File: src/rtl/fifo_wr_arbiter.sv
// Round-robin write arbiter that merges NUM_REQ beat streams into one FIFO write port.
// A requester that starts a multi-beat burst keeps the port until its last beat or MAX_BURST.
module fifo_wr_arbiter #(
    parameter int DATA_WIDTH = 8,
    parameter int NUM_REQ    = 4,
    parameter int MAX_BURST  = 16,
    localparam int IDX_W     = $clog2(NUM_REQ),
    localparam int CNT_W     = $clog2(MAX_BURST + 1)
) (
    input  logic                          clk,
    input  logic                          rst,
    input  logic [NUM_REQ-1:0]            req,
    input  logic [NUM_REQ*DATA_WIDTH-1:0] req_data,
    input  logic [NUM_REQ-1:0]            req_last,
    output logic [NUM_REQ-1:0]            gnt,
    input  logic                          fifo_full,
    output logic                          fifo_wr_en,
    output logic [DATA_WIDTH-1:0]         fifo_din,
    output logic [IDX_W-1:0]              owner,
    output logic                          busy,
    output logic                          err_burst
);

    typedef enum logic {IDLE, BURST} state_t;

    state_t           state;
    logic [IDX_W-1:0] rr_ptr;
    logic [CNT_W-1:0] beat_cnt;

    logic [IDX_W-1:0] winner;
    logic             winner_vld;
    logic             accept;
    logic [IDX_W-1:0] next_ptr;
    logic [CNT_W-1:0] beat_next;

    // While locked only the owner is considered; otherwise rotate from rr_ptr with wrap.
    always_comb begin
        int               idx;
        logic [IDX_W-1:0] cand;
        winner     = '0;
        winner_vld = 1'b0;
        idx        = 0;
        cand       = '0;
        if (state == BURST) begin
            winner     = owner;
            winner_vld = req[owner];
        end else begin
            for (int k = 0; k < NUM_REQ; k++) begin
                idx = int'(rr_ptr) + k;
                if (idx >= NUM_REQ) begin
                    idx = idx - NUM_REQ;
                end
                cand = IDX_W'(idx);
                if (!winner_vld && req[cand]) begin
                    winner     = cand;
                    winner_vld = 1'b1;
                end
            end
        end
    end

    // Reset gates the grant path so outputs drop immediately, not at the next edge.
    always_comb begin
        accept     = winner_vld & ~fifo_full & rst;
        gnt        = accept ? (NUM_REQ'(1) << winner) : '0;
        fifo_wr_en = accept;
        fifo_din   = accept ? req_data[winner*DATA_WIDTH +: DATA_WIDTH] : '0;
        next_ptr   = (winner == IDX_W'(NUM_REQ - 1)) ? '0 : winner + IDX_W'(1);
        beat_next  = beat_cnt + CNT_W'(1);
    end

    always_ff @(posedge clk or negedge rst) begin
        if (!rst) begin
            state     <= IDLE;
            rr_ptr    <= '0;
            owner     <= '0;
            beat_cnt  <= '0;
            busy      <= 1'b0;
            err_burst <= 1'b0;
        end else if (accept) begin
            owner <= winner;
            case (state)
                IDLE: begin
                    if (req_last[winner]) begin
                        rr_ptr <= next_ptr;
                    end else begin
                        state    <= BURST;
                        busy     <= 1'b1;
                        beat_cnt <= CNT_W'(1);
                    end
                end
                BURST: begin
                    beat_cnt <= beat_next;
                    if (req_last[winner]) begin
                        state  <= IDLE;
                        busy   <= 1'b0;
                        rr_ptr <= next_ptr;
                    end else if (beat_next == CNT_W'(MAX_BURST)) begin
                        state     <= IDLE;
                        busy      <= 1'b0;
                        rr_ptr    <= next_ptr;
                        err_burst <= 1'b1;
                    end
                end
                default: begin
                    state <= IDLE;
                    busy  <= 1'b0;
                end
            endcase
        end
    end

endmodule
File: config.mk
export PLATFORM = sky130hd
export DESIGN_NAME = fifo_wr_arbiter
export DESIGN_NICKNAME = d
export VERILOG_FILES = /design/src/rtl/fifo_wr_arbiter.sv
export SDC_FILE = /design/constraint.sdc
export NUM_CORES = 1
export LEC_CHECK = 0
export BUFFER_PORTS_ARGS = -buffer_cell sky130_fd_sc_hd__clkbuf_2
export CAP_MARGIN = 20
export CORE_MARGIN = 4
export CORE_UTILIZATION = 51
export CTS_CLUSTER_SIZE = 14
export DETAILED_ROUTE_END_ITERATION = 7
export HOLD_SLACK_MARGIN = 0.02
export PLACE_DENSITY = 0.86
export SLEW_MARGIN = 25
export SYNTH_ARGS = -nofsm -noshare
export SYNTH_HDL_FRONTEND = slang
export SYNTH_SLANG_ARGS = --single-unit
File: constraint.sdc
create_clock -name clk -period 3.6 [get_ports clk]
set_input_delay 0.36 -clock clk [delete_from_list [all_inputs] [get_ports clk]]
set_output_delay 0.36 -clock clk [all_outputs]
set_load 0.01 [all_outputs]
==> summary.txt <==
Status -> complete, no violations
Number of buffers added to fix hold violations after cts -> 1
Via count of the routed design -> 1,404
Area taken by flip-flops and latches -> 300.3 um2
Total power draw -> 1.088 mW
Setup repair after global routing missed its margin -> false
Congestion Overflow GR -> 0
Origin of the worst setup path -> rst
Antenna diode count -> 0
Hold violation total from the final report -> 0
Top-Level Pins -> 60
Headroom to the max-slew limit -> 62.38%
Maximum number of pins on one net before global-route repair -> 26
Synth Warn # -> 0
Leakage Power -> 0.8055 nW
Netlist area before placement -> 1311 um2
Count of state elements after synthesis -> 12
Starting density of the core -> 53.41%
Critical path's largest stage delay -> 0.53 ns
Worst hold path type -> flop to flop
Gate count after technology mapping -> 149
Cells on Worst Hold Path -> 1
Number of antenna violations at the first check in global routing -> 0
Number of standard-cell rows in the floorplan -> 18
Fillcell total -> 208
Die W -> 58.71 um
Total negative slack for setup checks -> 0 ns
Number of global-route vias before repair -> 1,470
Sinks on Clock Net -> 12
Worst-path cell chain -> dlygate4sd3_1 -> clkbuf_2 -> nor2b_1 -> and3_1 -> nor2b_2 -> inv_1 -> and2_1 -> clkbuf_2
Highest clock rate -> 0.3394 GHz
Worst Setup End Kind -> output pin
Detailed-route DRC error count -> 0
Worst Setup Path Type -> primary input to output pin
Fraction of registers with async set/reset -> 100.0%
Relative area change from synthesis to final layout -> 25.95%
Count of flip-flops with a built-in enable after synthesis -> 0
Total of cells resized after clock tree synthesis -> 0
Maximum clock path buffer count -> 2
Combined area of the multi-input logic cells -> 923.4 um2
Cell type of the slowest stage on the worst timing path -> dlygate4sd3_1
Post-route fraction of the period consumed by the critical path -> 81.84%
Min Tclk post-route -> 2.946 ns
Library cell appearing most often on the critical path -> clkbuf_2
Detail Route Antenna Nets -> 0
Fraction of the yosys area taken by sequential cells -> 22.90%
Biggest fanout along the worst timing path -> 15
Iteration-0 DRC Markers -> 59
P per Cell Area -> 658.7 nW/um2
Number of distinct library cells after synthesis -> 46
Setup Buffers After CTS -> 0
Reg-to-reg startpoint -> owner[0]
Post-Route Skew -> 0.0006680 ns
Mean Syn Cell Area -> 8.800 um2
Net count of the finished layout -> 256
Vertical die dimension -> 58.71 um
Share of cells above drive strength 1 -> 38.65%
Routed WL -> 3501 um
Number of endpoints failing setup at the final stage -> 0
Synthesized net count -> 197
RePlAce Congestion -> 0.8916
Iteration count of the initial detailed-routing pass -> 4
Number of buffers added by the clock tree synthesis step -> 3
Global-route wire length before repair -> 5899 um
Max IR drop VDD -> 0.4656 mV
Actual slew at the worst max-slew pin -> 0.5618 ns
Routed wirelength normalized by instance count -> 14.77 um
Avg Vias per Cell -> 5.924
Overall Global Routing Usage -> 21.80%
Die outline area -> 3446 um2
TritonCTS clock tree -> done
Later-pin clock latency in the skew report -> 0.28 ns
FF-to-FF path depth -> 7
Master cell of the clock root buffer -> clkbuf_4
Required @ worst endpoint -> 3.24 ns
Arrival @ worst endpoint -> 2.59 ns
Final max-slew violation count -> 0
Floorplan Core Area -> 2455 um2
Number of buffers added on ports -> 59
Most instantiated flip-flop cell in the synthesis netlist -> dfrtp_1
Max_cap viols -> 0
Launch instance of the worst min-delay path -> err_burst
H-tree level count -> 1
Worst Setup Start Kind -> primary input
Final HPWL DP -> 2845 um
CTS clock-pin slew for the worst setup and hold paths -> 0.08 ns
state kept, by name (all words and copies together) (netlist names):
register,cells
beat_cnt,5
owner,2
rr_ptr,2
busy,1
err_burst,1
state,1
synthesized netlist by cell type, types with 2 or more instances:
| master | instances | area, um2 |
|---|---|---|
| nor2_1 | 8 | 30.03 |
| nand3_1 | 3 | 15.01 |
| o21ai_0 | 4 | 20.02 |
| and2_1 | 13 | 81.33 |
| nor3_1 | 4 | 20.02 |
| nand2b_1 | 2 | 12.51 |
| dfrtp_1 | 12 | 300.3 |
| a211oi_1 | 16 | 120.1 |
| a21oi_1 | 6 | 30.03 |
| buf_6 | 3 | 33.78 |
| o221ai_2 | 3 | 45.04 |
| inv_1 | 7 | 26.28 |
| nand2_1 | 11 | 41.29 |
| nor2b_1 | 6 | 37.54 |
| buf_2 | 3 | 15.01 |
| a221oi_1 | 2 | 17.52 |
| ha_1 | 5 | 62.56 |
| clkbuf_1 | 2 | 7.510 |
| mux2i_1 | 11 | 110.1 |
| inv_2 | 2 | 7.510 |
where the power goes:
group / switching (mW) / internal [mW]
clock network: 0.0478 / 0.0616
logic: 0.400 / 0.298
registers: 0.0937 / 0.186
logic make-up (layout without fill, tap and decap cells):
kind of cell,Yosys count,after routing,share of synthesized area [%]
compound gates,49,49,32.35
fa+ha+maj,5,5,4.771
buf+inv,17,75,6.871
flops,12,12,22.90
mux,13,13,11.26
simple gates,53,53,21.85
per-layer routing:
layer	up-vias	wire length [um]	track usage, %
li1	677	-	-
met1	645	1378	24.15
met2	76	1762	39.87
met3	6	289	3.070
met4	0	70	11.65
met5	-	0	0
cells in the final DEF (no fill, tap or decap), types with 2 or more instances in the layout:
master,instances
and2_1,13
o21ai_0,4
nor3_1,4
inv_2,2
clkbuf_2,59
clkbuf_4,3
a21oi_1,6
nand3_1,3
o221ai_2,3
ha_1,5
nor2b_1,5
a221oi_1,2
dfrtp_1,12
inv_1,7
mux2i_1,11
nand2_1,11
a211oi_1,16
buf_4,2
nor2_1,8
nand2b_1,2
final cells by class:
class / count / area share (%)
Timing Repair Buffer: 62 / 19.39
Sequential cell: 12 / 18.18
Clock buffer: 4 / 2.197
Inverter: 9 / 2.045
Multi-Input combinational cell: 120 / 55.91
Tap cell: 30 / 2.273
critical path: cells and delay by family:
kind                   cells  cell delay [ns]
buffers and inverters      4             1.12
AND/OR/NAND/NOR            4             1.10
metrics by stage:
stage	utilization [%]	cell area, um2	cells	setup WS [ns]	hold WS, ns
3_3_place_gp	65.39	1605	232	1.072	0.2657
5_1_grt	67.28	1652	237	0.4481	0.5105
6_report	67.28	1652	237	0.6536	0.4847
3_5_place_dp	65.39	1605	232	1.004	0.2724
4_1_cts	67.28	1652	237	0.6415	0.4861
2_1_floorplan	-	1311	149	1.431	0.06441
path summary, 6_finish.rpt:
| path | end | slack [ns] |
|---|---|---|
| worst max-delay path | gnt[0] | 0.65 |
| worst min-delay path | err_burst | 0.48 |
| worst max register to register | busy | 1.03 |
| worst min register to register | err_burst | 0.48 |
| max in group asynchronous | beat_cnt[4] | 2.86 |
| min in group asynchronous | busy | 0.50 |
(Power assumes the default switching activity.)
